`src/rtl/select_clock_pkg.sv`:
```
// ============================================================================
// Module   : select_clock_pkg
// Purpose  : Shared timer encodings for clock-select and the prescaler width.
// Revision : 1.0  initial release
// ============================================================================
`default_nettype none

package select_clock_pkg;

   localparam int PRESCALE_W = 4;

   localparam logic [1:0] CKS_DIV2  = 2'b00;
   localparam logic [1:0] CKS_DIV4  = 2'b01;
   localparam logic [1:0] CKS_DIV8  = 2'b10;
   localparam logic [1:0] CKS_DIV16 = 2'b11;

   // Low-bit mask whose all-ones pattern marks one cycle per selected period
   function automatic logic [PRESCALE_W-1:0] cks_mask(input logic [1:0] sel);
      logic [PRESCALE_W-1:0] m;
      m = 4'b0001;
      case (sel)
         CKS_DIV2  : m = 4'b0001;
         CKS_DIV4  : m = 4'b0011;
         CKS_DIV8  : m = 4'b0111;
         CKS_DIV16 : m = 4'b1111;
         default   : m = 4'b0001;
      endcase
      return m;
   endfunction

endpackage

`default_nettype wire

```
`src/rtl/select_clock.sv`:
```
// ============================================================================
// Module   : select_clock
// Purpose  : Timer prescaler; one-cycle count-enable pulse every 2/4/8/16 pclk.
// Revision : 1.0  initial release
// ============================================================================
`default_nettype none

module select_clock
   import select_clock_pkg::*;
(
   input  logic       pclk,
   input  logic       rst_n,
   input  logic [1:0] cks,
   output logic       clk_in
);

   logic [PRESCALE_W-1:0] r_pre_cnt;
   logic [PRESCALE_W-1:0] w_pre_cnt_nxt;
   logic [PRESCALE_W-1:0] w_mask;
   logic                  w_pulse_nxt;
   logic                  r_clk_in;

   // Pulse decision looks at the post-increment count so the flop output
   // is high during exactly the cycle whose count has all masked bits set
   always_comb begin
      w_pre_cnt_nxt = r_pre_cnt + 4'd1;
      w_mask        = cks_mask(cks);
      w_pulse_nxt   = ((w_pre_cnt_nxt & w_mask) == w_mask);
   end

   always_ff @(posedge pclk or negedge rst_n) begin
      if (!rst_n) begin
         r_pre_cnt <= '0;
         r_clk_in  <= 1'b0;
      end else begin
         r_pre_cnt <= w_pre_cnt_nxt;
         r_clk_in  <= w_pulse_nxt;
      end
   end

   assign clk_in = r_clk_in;

endmodule

`default_nettype wire

```
`config.mk`:
```
export PLATFORM = sky130hd
export DESIGN_NAME = select_clock
export DESIGN_NICKNAME = d
export VERILOG_FILES = /design/src/rtl/select_clock_pkg.sv /design/src/rtl/select_clock.sv
export SDC_FILE = /design/constraint.sdc
export NUM_CORES = 1
export LEC_CHECK = 0
export CAP_MARGIN = 20
export CORE_AREA = 2 2 39 41
export CTS_CLUSTER_SIZE = 40
export DETAILED_ROUTE_END_ITERATION = 12
export DIE_AREA = 0 0 41 43
export HOLD_SLACK_MARGIN = 0.1
export PLACE_DENSITY = 0.3
export SLEW_MARGIN = 40
export SYNTH_ARGS = -nofsm -noshare
export SYNTH_HDL_FRONTEND = slang
export SYNTH_SLANG_ARGS = --single-unit
```
`constraint.sdc`:
```
create_clock -name pclk -period 2.8 [get_ports pclk]
set_input_delay 0.84 -clock pclk [delete_from_list [all_inputs] [get_ports pclk]]
set_output_delay 0.84 -clock pclk [all_outputs]
set_load 0.02 [all_outputs]
```
; ---- Word level (Yosys, flattened, before mapping)
; Cells that the tools add are included.
[op_classes]
eq_ne = 4
n_mux = 1
n_reduce_logical = 1
n_bitwise = 1
add_sub_neg = 1
[op_table]
columns = operator, n
row1 = case mux 4 bit (4 select lines), 1
row2 = adder 4 x 1 -> 4 bit (second input constant), 1
row3 = AND 4 bit, 1
row4 = equality test 2 bit (second input constant), 2
row5 = equality test 4 bit, 1
row6 = equality test 2 x 1 -> 1 bit (second input constant), 1
row7 = logical NOT 2 bit, 1
[word_totals]
inputBits = 4
word_cells = 10
output_inout_bits = 1
regBits = 5

; ---- Logic depth before layout (Yosys ltp)
; Gate-level depths: netlist of the first run.
[logic_depth]
ltp_word = 4
ltp_mapped = 4
depth_no_buf = 4

; ---- Worst setup path after synthesis of the first run
; Ideal clock, no wire load.
[synth_timing]
kind = input-to-reg
from = in cks[1]
to = reg r_clk_in (netlist: clk_in)
setup_ns = 0.119
stages = 3
path_slack_ns = 1.496
arrival_time_ns = 1.185
t_required_ns = 2.681
n_path_buf = 0
path_cell_list = inv_1 -> o221a_1 -> o21a_1
[synth_between]
elab_chain_cells = 4
elab_cells_between_ends = 7
cone_classes = eq/ne: 4 / mux: 1 / bitwise: 1 / reduce/logical: 1
[synth_lines]
columns = element, line_no
row1 = start: declaration, select_clock.sv:13  ; input logic [1:0] cks,
row2 = equality test 2 bit (tied with other cells), select_clock_pkg.sv:21  ; case (sel)
row3 = case mux 4 bit (4 select lines) (*), select_clock_pkg.sv:21
row4 = AND 4 bit, select_clock.sv:28  ; w_pulse_nxt = ((w_pre_cnt_nxt & w_mask) == w_mask);
row5 = equality test 4 bit (*), select_clock.sv:28
row6 = named net w_pulse_nxt, select_clock.sv:20  ; logic w_pulse_nxt;
row7 = end signal: assignment, select_clock.sv:37  ; r_clk_in <= w_pulse_nxt;
row8 = end: declaration, select_clock.sv:21  ; logic r_clk_in;
; Mark *: on every way through the listed nets, which the timed path passes. The rest lies on a longest branch. The select of a mux whose other input is x is not followed.

; ---- Worst setup path in the final report of the first run
[layout_timing]
from = reg r_clk_in (netlist: clk_in)
to = out clk_in
[layout_lines]
columns = element, line_no
row1 = end: declaration, select_clock.sv:14  ; output logic clk_in
; No word-level cell between the ends.

==> metrics.txt, run 1 <==
WP data required=~2000 ps; maxcap violations=0; sequential share of power=44.5%; worst reg2reg path depth=4; number of vias per cell=3.36; switching power=about 0.032 mW; Clock transition at path regs=around 40 ps; VDD IR max=between 0.2 and 0.3 mV; Clock Latency Late Sink=roughly 240 ps; Gate Count Post-Synth=15; Least-Margin Pin Slew=243 ps; Cells on Worst Hold Path=1; synthesized flop and latch total=5; die width=41 um; routed via count=roughly 130; # setup viols final=0; FFs w/ async S/R, synth=100%; Max transition margin=a little over four fifths; mux cell area share after synthesis=0%; CP bufs+invs=1; clock tree from TritonCTS=done; clock share of power=50.2%; Min-Delay Startpoint=r_pre_cnt[3]; Post-Syn Nets=20; syn avg cell area=approximately 13 um^2; drt pass-1 iters=1; CP Launch Type=flip-flop; Post-route DRC=0; final clock period utilization by the worst path=slightly above 70%; CP max FO=1; CP max stage delay=around 600 ps; r2r setup slk=approximately 1600 ps; crit path time final=between 1500 and 2000 ps; Critical Path Slowest Stage Cell=clkdlybuf4s50_1; sequential-to-total area share from yosys stat=64.5%; pin count of the biggest net entering global routing=6; largest family of logic cells by synthesized area=compound AO/OA/AOI/OAI gates; initial core utilization=roughly 14%; clk root buf=clkbuf_4; hold worst-path end=r_pre_cnt[3]; Compound-Gate Fraction of Synth Area=just under 10%; library cells used by synthesis=10; CTS Buf Count=3; Hold Vio Cnt, Final=0; # Post-CTS Setup Buffers=0; Rows=14; Placer Congestion=~0.65; Congestion Overflow GR=0; core area=about 1400 um^2; I/O Buffers=4; Post-synth EDFFs=0; Internal=~0.13 mW; Fmax=502 MHz; XOR/XNOR Fraction of Synth Area=a little under a tenth; top-count cell post-synth=dfrtp_1; # IOs=5; clock sinks=5; P per Cell Area=a little under 600 nW/um^2; area share of the largest cell type after synthesis=64.5%; Die Ht=43 um; placed cell count=35; Area contributors post-synth=dfrtp_1 (65%), ha_1 (6.5%), o221a_1 (5.8%); Static Leak=0.139 nW; Comb pwr share=approximately 5.3%; CP Capture Type=output pin; CTS resizes=0; starting DRC count in detailed routing=0; Hold Path Class=flip-flop to flip-flop; per-cell routed wire length=9.67 um; Mapped Area=a little under 200 um^2; htree depth=1; data arrival time of the critical path=approximately 1200 ps; Ys Warns=0; r2r startpoint=r_pre_cnt[0]; fin nets=29; number of global-route vias before repair=approximately 130; setup TNS=0 ps; antenna diode count=0; status=finished, final reports clean; CTS Buffer Depth=2; Final Max Slew Viols=0; unrepaired setup endpoints after global routing=no; DIE AREA=approximately 1800 um^2; CP Class=flip-flop to output pin; Final ANT Viol Nets=0; Area Growth Syn to Fin=44.5%; global-route wire length before repair=~610 um; share of cells above drive strength 1=between 10% and 20%; prevailing post-synth register cell=dfrtp_1; post-route non-filler standard cell count=39; Top delay family on crit path=buffers and inverters; CP Cell Sequence=clkdlybuf4s50_1; gr usage total=between 6 and 7%; clock skew=1.06 ps; Synth Area in Simple Gates=under 10%; sw frac=between 10% and 20%; adder-cell share of the synthesized area=under 10%; Routed WL=around 380 um; initial antenna violation count=0; hold_buf cts=0; reg2reg end=clk_in; most frequent cells after synthesis=dfrtp_1 (5), inv_1 (2); Yosys top cell by area=dfrtp_1
-- how the worst max path moves through the flow --
| stage | cells after the start | slack (ps) | from | end |
|---|---|---|---|---|
| after floorplan | 3 | 1500 | cks[1] | clk_in |
| after global placement | 4 | 960 | cks[1] | clk_in |
| after detailed placement | 4 | 930 | cks[1] | clk_in |
| after CTS | 1 | 800 | clk_in | clk_in |
| after global routing | 1 | 780 | clk_in | clk_in |
| final | 1 | 810 | clk_in | clk_in |
-- area by class of cell --
type / count / area [um^2]
inverters: 2 / 7.51
multi-input cells: 8 / 61.3
fillers: 155 / 1100
repair buffers: 4 / 40.0
clock buffers: 4 / 26.3
flip-flops and latches: 5 / 125
well taps: 16 / 20.0
-- metal layers --
metal | wire length (um) | GRT usage [%]
met2 | 208 | 6.88
met1 | 152 | 6.82
met4 | 0 | 6.00
met3 | 17 | 6.28
met5 | 0 | 0
-- cell families after synthesis --
family,count (synthesis)
flops,5
simple gates,3
compound gates,2
xor+xnor,2
buf+inv,2
fa+ha+maj,1
-- power groups by stage --
stage                     logic [mW]  registers (mW)  clock network (mW)
after CTS                    0.00901          0.0730              0.0881
final                        0.00871          0.0731              0.0824
after detailed placement     0.00901          0.0741                   0
after global routing         0.00972          0.0730              0.0925
after floorplan             0.000899          0.0748                   0
after global placement       0.00860          0.0741                   0
-- cells in the final DEF (no fill, tap or decap) --
cell type / count
clkbuf_1: 1
clkbuf_4: 3
clkdlybuf4s50_1: 4
dfrtp_1: 5
ha_1: 1
inv_1: 2
nand2_1: 1
nand3_1: 1
nor2_1: 1
o21a_1: 1
o221a_1: 1
xnor2_1: 1
xor2_1: 1
-- sequential cells by signal (all words and copies together), names as in the netlist --
name / flops
clk_in: 1
r_pre_cnt: 4
-- per-stage QoR --
stage	total power, mW	area [um^2]	worst slack (ps)	hold slack (ps)	util, %
3_5_place_dp	0.0831	254	932	466	18.4
5_1_grt	0.175	280	777	511	20.3
3_3_place_gp	0.0827	254	957	478	18.4
2_1_floorplan	0.0757	194	1500	438	-
4_1_cts	0.170	280	798	474	20.3
6_report	0.164	280	808	466	20.3
No activity file was read; power rests on OpenSTA's default activity.
==> inputs of run 2 (changes only) <==
- clock period: 2.8 -> 1.8 ns (I/O delays scaled with it)
==> metrics.txt, run 2 (synthesis gave the netlist of run 1 again) <==
reg2reg end=clk_in (unchanged); CTS Buf Count=3 (unchanged); status=finished, final reports clean (unchanged); hold worst-path end=r_pre_cnt[3] (unchanged); number of global-route vias before repair=165 (was 134); Clock transition at path regs=40 ps (about the same); routed via count=132 (was 131); Clock Latency Late Sink=240 ps (about the same); Hold Vio Cnt, Final=0 (unchanged); Rows=14 (unchanged); CP max FO=1 (unchanged); Congestion Overflow GR=0 (unchanged); clock tree from TritonCTS=done (unchanged); most frequent cells in the layout=dfrtp_1 (5), clkdlybuf4s50_1 (4), clkbuf_4 (3) (unchanged); Hold Path Class=flip-flop to flip-flop (unchanged); Top delay family on crit path=buffers and inverters (unchanged); Layout fillers=148 (was 155); crit path time final=1710 ps; CP max stage delay=610 ps (was 600 ps); maxcap violations=0 (unchanged); Final ANT Viol Nets=0 (unchanged); Static Leak=0.139 nW (unchanged); die width=41 um (unchanged); VDD IR max=0.279 mV (was 0.252 mV); CTS resizes=0 (unchanged); Placer Congestion=0.620 (was 0.654); unrepaired setup endpoints after global routing=no (unchanged); hold_buf cts=0 (unchanged); setup TNS=0 ps (unchanged); Die Ht=43 um (unchanged); starting DRC count in detailed routing=1 (was 0); per-cell routed wire length=8.85 um (was 9.67 um); clock sinks=5 (unchanged); antenna diode count=0 (unchanged); CTS Buffer Depth=2 (unchanged); initial core utilization=14.0% (unchanged); final clock period utilization by the worst path=approximately 95%; number of vias per cell=3.38 (was 3.36); Area Growth Syn to Fin=44.5% (unchanged); Post-route DRC=0 (unchanged); Fmax=586 MHz; Final Max Slew Viols=0 (unchanged); CP Class=flip-flop to output pin (unchanged); Cells on Worst Hold Path=1 (unchanged); worst reg2reg path depth=4 (unchanged); DIE AREA=1760 um^2 (unchanged); pin count of the biggest net entering global routing=6 (unchanged); Finished Core Util=20.3% (unchanged); gr usage total=6.96% (was 6.45%); fin nets=29 (unchanged); P per Cell Area=904 nW/um^2 (was 586 nW/um^2); Least-Margin Pin Slew=233 ps (was 243 ps); CP Launch Type=flip-flop (unchanged); drt pass-1 iters=4 (was 1); # setup viols final=0 (unchanged); htree depth=1 (unchanged); r2r setup slk=590 ps (was 1570 ps); commonest non-fill, non-tap cell in the layout=dfrtp_1 (unchanged); initial antenna violation count=0 (unchanged); global-route wire length before repair=669 um (was 614 um); # Post-CTS Setup Buffers=0 (unchanged); clock skew=3.28 ps (was 1.06 ps); share of cells above drive strength 1=13.0% (unchanged); CP Cell Sequence=clkdlybuf4s50_1 (unchanged); # IOs=5 (unchanged); CP Capture Type=output pin (unchanged); Largest Register=r_pre_cnt (unchanged); Min-Delay Startpoint=r_pre_cnt[3] (unchanged); Routed WL=345 um (was 377 um); data arrival time of the critical path=1170 ps (was 1150 ps); Power, Total=0.253 mW (was 0.164 mW); max FFs per register=4 (unchanged); Storage cell area=125 um^2 (unchanged); Max transition margin=84.4% (was 83.7%); CP bufs+invs=1 (unchanged); core area=1380 um^2 (unchanged); clk root buf=clkbuf_4 (unchanged); Critical Path Slowest Stage Cell=clkdlybuf4s50_1 (unchanged); WP data required=1260 ps (was 1960 ps); r2r startpoint=r_pre_cnt[0] (unchanged); I/O Buffers=4 (unchanged); footprint of the multi-input gates=61.3 um^2 (unchanged)
[run 2: cell counts in the layout (fill, tap and decap cells not counted)]
Identical to the previous run, type by type.
[run 2: how the worst max path moves through the flow]
stage | start | to | slack, ps | cells after the start
detailed placement | cks[1] | clk_in | 250 | 4
global placement | cks[1] | clk_in | 240 | 4
finish | clk_in | clk_in | 90 | 1
floorplan | r_pre_cnt[0] | clk_in | 650 | 4
global route | clk_in | clk_in | 40 | 1
CTS | clk_in | clk_in | 70 | 1
[run 2: per-stage QoR]
step           cells  setup WS, ps  instance area (um^2)  hold WS, ps
2_1_floorplan     15           646                   194          244
3_3_place_gp      35           236                   254          461
3_5_place_dp      35           250                   254          467
4_1_cts           39          74.3                   280          471
5_1_grt           39          44.9                   280          475
6_report          39          93.1                   280          468
[run 2: where the power goes]
part	switching, mW	leakage [nW]	internal, mW
clock	0.0428	0.0150	0.0836
combinational	0.00563	0.0583	0.00767
sequential	0.000236	0.0654	0.114
total	0.0486	0.139	0.205
[run 2: layout make-up]
type                    count  area share, %
clock buffers               4           9.37
inverters                   2           2.68
multi-input cells           8           21.9
flip-flops and latches      5           44.6
well taps                  16           7.14
repair buffers              4           14.3
[run 2: per-layer routing]
layer / share of wire, % / track usage (%) / vias to the layer above / wire [um]
met4: 5.5 / 10.0 / 0 / 19
met1: 37 / 5.88 / 60 / 127
met5: 0 / 0 / - / 0
li1: - / - / 64 / -
met3: 6.4 / 4.71 / 2 / 22
met2: 51 / 8.44 / 6 / 175
==> inputs of run 3 (changes only) <==
- SLEW_MARGIN: 40 -> 0
==> results of run 3 <==
Same layout as run 2: the final DEF is identical, and so are final timing and power.
